## src/rtl/t_toggle_receiver.sv

```systemverilog
// Receiving end of a 2-phase toggle link: synchronises tgl_in, turns each level flip into an
// event, queues up to MAX_PEND events for a valid/ready consumer and returns a 2-phase ack.
module t_toggle_receiver #(
  parameter int unsigned SYNC_STAGES = 2,
  parameter int unsigned CNT_W       = 8,
  parameter int unsigned MAX_PEND    = 3
) (
  input  logic             clk,
  input  logic             rst_n,
  input  logic             tgl_in,
  output logic             evt_valid,
  input  logic             evt_ready,
  output logic             ack_tgl,
  output logic [3:0]       pend_cnt,
  output logic [CNT_W-1:0] evt_count,
  output logic             ovf,
  input  logic             clr_ovf
);

  localparam int unsigned ArmW    = $clog2(SYNC_STAGES + 1) + 1;
  localparam logic [ArmW-1:0] ArmLast = ArmW'(SYNC_STAGES);
  localparam logic [3:0]      MaxPend = 4'(MAX_PEND);

  typedef enum logic [1:0] {
    StArm,
    StIdle,
    StPend,
    StFull
  } state_e;

  state_e state_q, state_d;

  logic [SYNC_STAGES-1:0] sync_q;
  logic                   s;
  logic                   prev_q;
  logic [ArmW-1:0]        arm_cnt_q, arm_cnt_d;

  logic [3:0]       pend_q, pend_d;
  logic             valid_q, valid_d;
  logic [CNT_W-1:0] count_q, count_d;
  logic             ack_q, ack_d;
  logic             ovf_q, ovf_d;

  logic armed;
  logic det;
  logic pop;
  logic full;
  logic push;
  logic drop;

  // ---------------------------------------------------------------------------
  // Synchroniser and edge detector
  // ---------------------------------------------------------------------------
  always_ff @(posedge clk or negedge rst_n) begin
    if (!rst_n) begin
      sync_q <= '0;
      prev_q <= 1'b0;
    end else begin
      sync_q <= {sync_q[SYNC_STAGES-2:0], tgl_in};
      prev_q <= s;
    end
  end

  assign s = sync_q[SYNC_STAGES-1];

  // ---------------------------------------------------------------------------
  // FSM: state register
  // ---------------------------------------------------------------------------
  always_ff @(posedge clk or negedge rst_n) begin
    if (!rst_n) begin
      state_q   <= StArm;
      arm_cnt_q <= '0;
    end else begin
      state_q   <= state_d;
      arm_cnt_q <= arm_cnt_d;
    end
  end

  // ---------------------------------------------------------------------------
  // FSM: next state
  // ---------------------------------------------------------------------------
  always_comb begin
    state_d   = state_q;
    arm_cnt_d = arm_cnt_q;
    unique case (state_q)
      // Hold off detection until the reset-time level has fully propagated into prev_q.
      StArm: begin
        if (arm_cnt_q == ArmLast) begin
          state_d   = StIdle;
          arm_cnt_d = '0;
        end else begin
          arm_cnt_d = arm_cnt_q + 1'b1;
        end
      end
      StIdle: begin
        if (push) begin
          state_d = (pend_d == MaxPend) ? StFull : StPend;
        end
      end
      StPend: begin
        if (push && !pop && (pend_d == MaxPend)) begin
          state_d = StFull;
        end else if (pop && !push && (pend_d == 4'd0)) begin
          state_d = StIdle;
        end
      end
      StFull: begin
        if (pop && !push) begin
          state_d = (pend_d == 4'd0) ? StIdle : StPend;
        end
      end
      default: state_d = StArm;
    endcase
  end

  // ---------------------------------------------------------------------------
  // FSM: outputs / control strobes
  // ---------------------------------------------------------------------------
  always_comb begin
    armed = (state_q != StArm);
    det   = armed & (s ^ prev_q);
    pop   = valid_q & evt_ready;
    full  = (state_q == StFull);
    // A pop in the same cycle frees the slot the new event needs.
    push  = det & (~full | pop);
    drop  = det & full & ~pop;
  end

  // ---------------------------------------------------------------------------
  // Pending queue, counters, ack and overflow
  // ---------------------------------------------------------------------------
  always_comb begin
    pend_d = pend_q;
    unique case ({push, pop})
      2'b10:   pend_d = pend_q + 4'd1;
      2'b01:   pend_d = pend_q - 4'd1;
      default: pend_d = pend_q;
    endcase
    valid_d = (pend_d != 4'd0);
    count_d = count_q + CNT_W'(push);
    ack_d   = ack_q ^ pop;
    ovf_d   = drop | (ovf_q & ~clr_ovf);
  end

  always_ff @(posedge clk or negedge rst_n) begin
    if (!rst_n) begin
      pend_q  <= 4'd0;
      valid_q <= 1'b0;
      count_q <= '0;
      ack_q   <= 1'b0;
      ovf_q   <= 1'b0;
    end else begin
      pend_q  <= pend_d;
      valid_q <= valid_d;
      count_q <= count_d;
      ack_q   <= ack_d;
      ovf_q   <= ovf_d;
    end
  end

  assign evt_valid = valid_q;
  assign pend_cnt  = pend_q;
  assign evt_count = count_q;
  assign ack_tgl   = ack_q;
  assign ovf       = ovf_q;

endmodule

```

## config.mk

```make
export PLATFORM = sky130hd
export DESIGN_NAME = t_toggle_receiver
export DESIGN_NICKNAME = d
export VERILOG_FILES = /design/src/rtl/t_toggle_receiver.sv
export SDC_FILE = /design/constraint.sdc
export NUM_CORES = 1
export LEC_CHECK = 0
export CAP_MARGIN = 10
export CORE_UTILIZATION = 40
export DETAILED_ROUTE_END_ITERATION = 10
export DONT_BUFFER_PORTS = 1
export HOLD_SLACK_MARGIN = 0.02
export PLACE_DENSITY = 0.56
export SLEW_MARGIN = 20
export SYNTH_ARGS = -nofsm -noshare
export SYNTH_HDL_FRONTEND = slang
export SYNTH_SLANG_ARGS = --single-unit
export TNS_END_PERCENT = 20
```

## constraint.sdc

```tcl
create_clock -name clk -period 3.47 [get_ports clk]
set_input_delay 0.347 -clock clk [delete_from_list [all_inputs] [get_ports clk]]
set_output_delay 0.347 -clock clk [all_outputs]
set_load 0.02 [all_outputs]
```

== Word level (Yosys, flattened, before mapping) ==
Index checks and enable logic that the tools add are counted.
Storage, ports and cells
  bits in registers: 23
  word-level logic and storage cells: 58
Operators by class
  $add $sub $neg: 4
  equality and inequality tests: 11
  multiplexer cells: 10
  bitwise operators: 13
  reduce and logical (&&, ||, !) cells: 11
Operator list (number)
  $mux W2: 6
  $add A8 B1 Y8: 1
  $pmux W2 S4: 1
  $pmux W4 S2: 1
  $and A1 B1 Y1: 6
  $eq A2 B2 Y1 const B: 3
  $add A4 B1 Y4 const B: 1
  $eq A2 B1 Y1 const B: 2
  $eq A4 B2 Y1 const B: 1
  $logic_and A1 B1 Y1: 4
  $logic_not A4 Y1: 1
  $ne A2 B2 Y1 const B: 2
  $reduce_and A4 Y1: 1
  $reduce_bool A4 Y1: 1
  $sub A4 B1 Y4 const B: 1
  $add A3 B1 Y3 const B: 1
  $eq A3 B2 Y1 const B: 1
  $mux W3: 1
  $ne A3 B3 Y1 const B: 1
  $not A1 Y1: 3
  $logic_not A1 Y1: 2
  $logic_not A2 Y1: 1
  $ne A2 B1 Y1 const B: 1
  $or A1 B1 Y1: 2
  3 further kinds: 4

== Depth between registers and ports, before layout ==
  depth in word-level cells: 11
  depth in mapped cells: 13
  depth with buffers taken out: 12

== Worst setup path before layout ==
Ideal clock, no wire load.
  path type: register to register
  start: register state_q[0]
  end: register state_q[0]
  library setup time: 0.092 ns
  arrival time: 2.489 ns
  path slack: 0.889 ns
  cell stages (with the launch flop): 13
  period minus slack after synthesis: 2.581 ns
  cells stage by stage: dfrtp_1 -> clkbuf_1 -> or2_2 -> nand3_1 -> ha_1 -> buf_4 -> xor2_1 -> ha_1 -> a21oi_1 -> mux2i_1 -> xnor2_1 -> a211o_1 -> o31ai_2
Between the ends
  longest elaborated chain between the ends: 10
  elaborated cells between the ends (all ways): 30
  those cells by class: eq/ne (10); mux (7); bitwise (4); reduce/logical (9)
Ends and longest elaborated chain
  start, declared: line 31  | state_e state_q, state_d;
  start signal, assigned: line 71  | state_q <= StArm;
  start signal, assigned: line 74  | state_q <= state_d;
  $eq A2 B2 Y1: line 123  | full = (state_q == StFull);
  $not A1 Y1: line 125  | push = det & (~full | pop);
  $or A1 B1 Y1: line 125
  $and A1 B1 Y1 (*): line 125
  $eq A2 B1 Y1 or $eq A2 B2 Y1 (tied branches): line 134  | unique case ({push, pop})
  $pmux W4 S2 (*): line 134
  net pend_d[2]: line 38  | logic [3:0] pend_q, pend_d;
  $eq A4 B2 Y1 or $logic_not A4 Y1 (tied branches)
  $mux W1 (tied with other cells): line 97  | state_d = (pend_d == MaxPend) ? StFull : StPend;
  $mux W2 (tied with other cells): line 96  | if (push) begin
  $pmux W2 S4 or $reduce_and A4 Y1 (tied branches)
The timed path passes the listed nets; every way through them passes the cells marked *. The select of a mux whose other input is x is not followed.
A chain may end at the register's enable or synchronous reset.

== Final worst setup path ==
  start: register valid_q, in the netlist evt_valid
  end: register state_q[0]
Between the ends
  longest elaborated chain between the ends: 9
  elaborated cells between the ends (all ways): 24
  those cells by class: eq/ne (6); mux (7); bitwise (3); reduce/logical (8)
Ends and longest elaborated chain
  start, declared: line 39  | logic valid_q, valid_d;
  start signal, assigned: line 154  | valid_q <= valid_d;
  $and A1 B1 Y1 (*): line 122  | pop = valid_q & evt_ready;
  $or A1 B1 Y1: line 125
  $and A1 B1 Y1: line 125
  $eq A2 B1 Y1 or $eq A2 B2 Y1 (tied branches): line 134
  $pmux W4 S2 (*): line 134
  net pend_d[2]: line 38
  $eq A4 B2 Y1 or $logic_not A4 Y1 (tied branches)
  $mux W1 (tied with other cells): line 97
  $mux W2 (tied with other cells): line 96
  $pmux W2 S4 or $reduce_and A4 Y1 (tied branches)
Marked as above.

==> impl_results.md <==
- Top FF cell, synth: dfrtp_1
- Synth Cell Area: 0.00126 mm^2
- Dominant cell type by area after synthesis: dfrtp_1
- RSZ-0062 raised after global routing: false
- Initial antenna violation count: 0
- Share of cells above drive strength 1: 11.6%
- Post-synthesis cell count: 120
- Post-CTS Repair Setup Buffers: 0
- Final wirelength: 2.26 mm
- Crit-path max FO: 13
- CTS tree: done
- Leakage: 0.569 nW
- Worst Hold Class: in2reg
- Largest net degree at the start of global routing: 24
- Reg area: 576 um^2
- Chip height: 58.1 um
- Root Driver: clkbuf_4
- Post-DP HPWL: 1.63 mm
- Max frequency: 352 MHz
- Synth unique cells: 39
- Setup Skew: 13.6 ps
- Actual slew at the worst max-slew pin: 568 ps
- Worst setup margin: 633 ps
- Fin. max-slew vios: 0
- Vias in the first global route: 845
- Multi-input logic area: 627 um^2
- Pre-CTS setup slack: 642 ps
- Most frequent cell after synthesis: dfrtp_1
- All-layer global routing usage: 14.9%
- Residual DRC: 0
- Worst Path Required: 3720 ps
- Clock latency on the worst-skew pair: 330 ps
- Status: finished clean
- # setup viols final: 0
- CP startpoint: evt_valid$_DFF_PN0_
- GPL Wtd Cong: 0.758
- Rows: 20
- Initial cell density of the core: 41.6%
- Max Cap Viol: 0
- CP endpoint kind: register
- DR vias/cell: 5.25
- Max Buffers Root-to-Sink: 2
- Fin crit period: 2840 ps
- DRT antenna net count: 0
- Initial drt markers: 31
- Hold Fails Final Rpt: 0
- Die Width: 58.1 um
- Yosys reg bits: 23
- Total CTS buffers: 3
- Asr flop ratio synth: 100%
- Avg Cell Area, Syn: 10.5 um^2
- Vias: 867
- Layout net count: 133
- WL/cell: 13.7 um
- Hold Crit Start: clr_ovf
- CTS sink count: 23
- Synth area leaders: dfrtp_1 46%, xnor2_1 6.3%, ha_1 6.0%, nand3_1 3.2%, xor2_1 2.8%
- DR pass1 iterations: 5
- Crit share post-route: 81.8%
- Core Area: 0.00303 mm^2
- Antenna cells: 0
- Setup TNS: 0 ps
- Final Total Pwr: 0.00117 W
- Die ar.: 0.00338 mm^2
- GRT overflow: 0
- Synth warn: 0
- CP Launch Type: register
- Worst rel slew slack: 62.1%
- Area delta synth->final: 5.96%
- Filler cells: 296
- Synth top area share: 45.7%
- Clk pin slew, worst setup/hold paths: 150 ps
- First-pass GRT wire length: 3.76 mm
- R2R Path Start: evt_valid$_DFF_PN0_
- Post-synth top cells: 23 x dfrtp_1, 9 x xnor2_1, 8 x nand2_1, 8 x nand3_1, 8 x nor2_1
- PortBufs: 0
- Ports: 20
- Max VDD drop: 0.356 mV
- CP Class: reg2reg
- Post-synthesis sequential area ratio: 45.7%
- H-tree levels: 1
- Cts repair resizes: 0
- PD cells: 874 mW/mm^2
- Number of synthesized flops with an enable pin: 0
- Worst EP arrival: 3090 ps
- Post-Syn Nets: 131
- WHS: 94.5 ps
repair_timing:
action	in CTS	in global routing
hold buffers	1	2
endpoints found under the hold margin	23	24
endpoints found under the setup margin	0	0
path summary, 6_finish.rpt:
path,cells past startpoint,slack (ps),endpoint
worst max-delay path,11,630,state_q[0]$_DFFE_PN0P_
worst min-delay path,1,90,ovf$_DFF_PN0_
worst max register to register,11,630,state_q[0]$_DFFE_PN0P_
worst min register to register,0,370,sync_q[1]$_DFF_PN0_
max in group asynchronous,2,2620,ack_tgl$_DFF_PN0_
min in group asynchronous,2,500,pend_cnt[3]$_DFF_PN0_
layout by cell type, fill, tap and decap left out, drive strengths merged, types with 3 or more instances in the layout:
master / count
dfrtp: 23
ha: 6
clkbuf: 3
nand2b: 3
a21oi: 6
xor2: 4
nor2: 8
xnor2: 9
nand3: 8
nand3b: 3
inv: 6
nand2: 8
registers in the layout, summed over array words and instances, names as in the netlist:
signal / cells
state_q: 2
prev_q: 1
evt_count: 8
evt_valid: 1
ack_tgl: 1
pend_cnt: 4
sync_q: 2
ovf: 1
arm_cnt_q: 3
cells by family (layout without fill, tap and decap cells):
group / after synthesis / in the layout / synth area share [%]
fa+ha+maj: 6 / 6 / 5.96
xor+xnor: 13 / 13 / 9.04
flops: 23 / 23 / 45.7
simple gates: 41 / 41 / 18.0
buf+inv: 12 / 13 / 4.57
compound gates: 23 / 23 / 14.8
mux: 2 / 2 / 1.99
area by class of cell:
type                       count  area share, %
tap                           44           4.12
timing repair buffer           3           1.87
multi-input combinational     85           47.0
clock inverter                 1          0.562
sequential                    23           43.1
clock buffer                   3           1.69
inverter                       6           1.69
metal layers:
layer / wire length, um / vias up / global-route usage (%)
met2: 1110 / 18 / 26.1
met4: 10 / 0 / 3.40
met5: 0 / - / 0
met1: 1050 / 426 / 17.4
met3: 89 / 2 / 5.13
li1: - / 421 / -
power by group:
group | leakage (nW) | internal [W] | switching, W
Clock | 0.0139 | 0.0000440 | 0.0000897
Combinational | 0.276 | 0.000199 | 0.000220
Sequential | 0.279 | 0.000366 | 0.000247
Total | 0.569 | 0.000609 | 0.000557
critical path, stage by stage, from the launching register on:
cell	delay (ps)
dfrtp_1	500
nand2_1	180
nand3_1	150
nand3_1	130
ha_1	350
xor2_1	190
ha_1	200
a21oi_1	140
mux2i_1	240
xnor2_1	130
a211o_1	310
o31ai_2	250
per-stage QoR:
step	utilization, %	instances	cell area (um^2)
after floorplan	-	120	1260
after global placement	42.3	158	1280
after detailed placement	42.3	158	1280
after CTS	43.6	163	1320
after global routing	44.1	165	1340
final	44.1	165	1340
(Power assumes the default switching activity.)
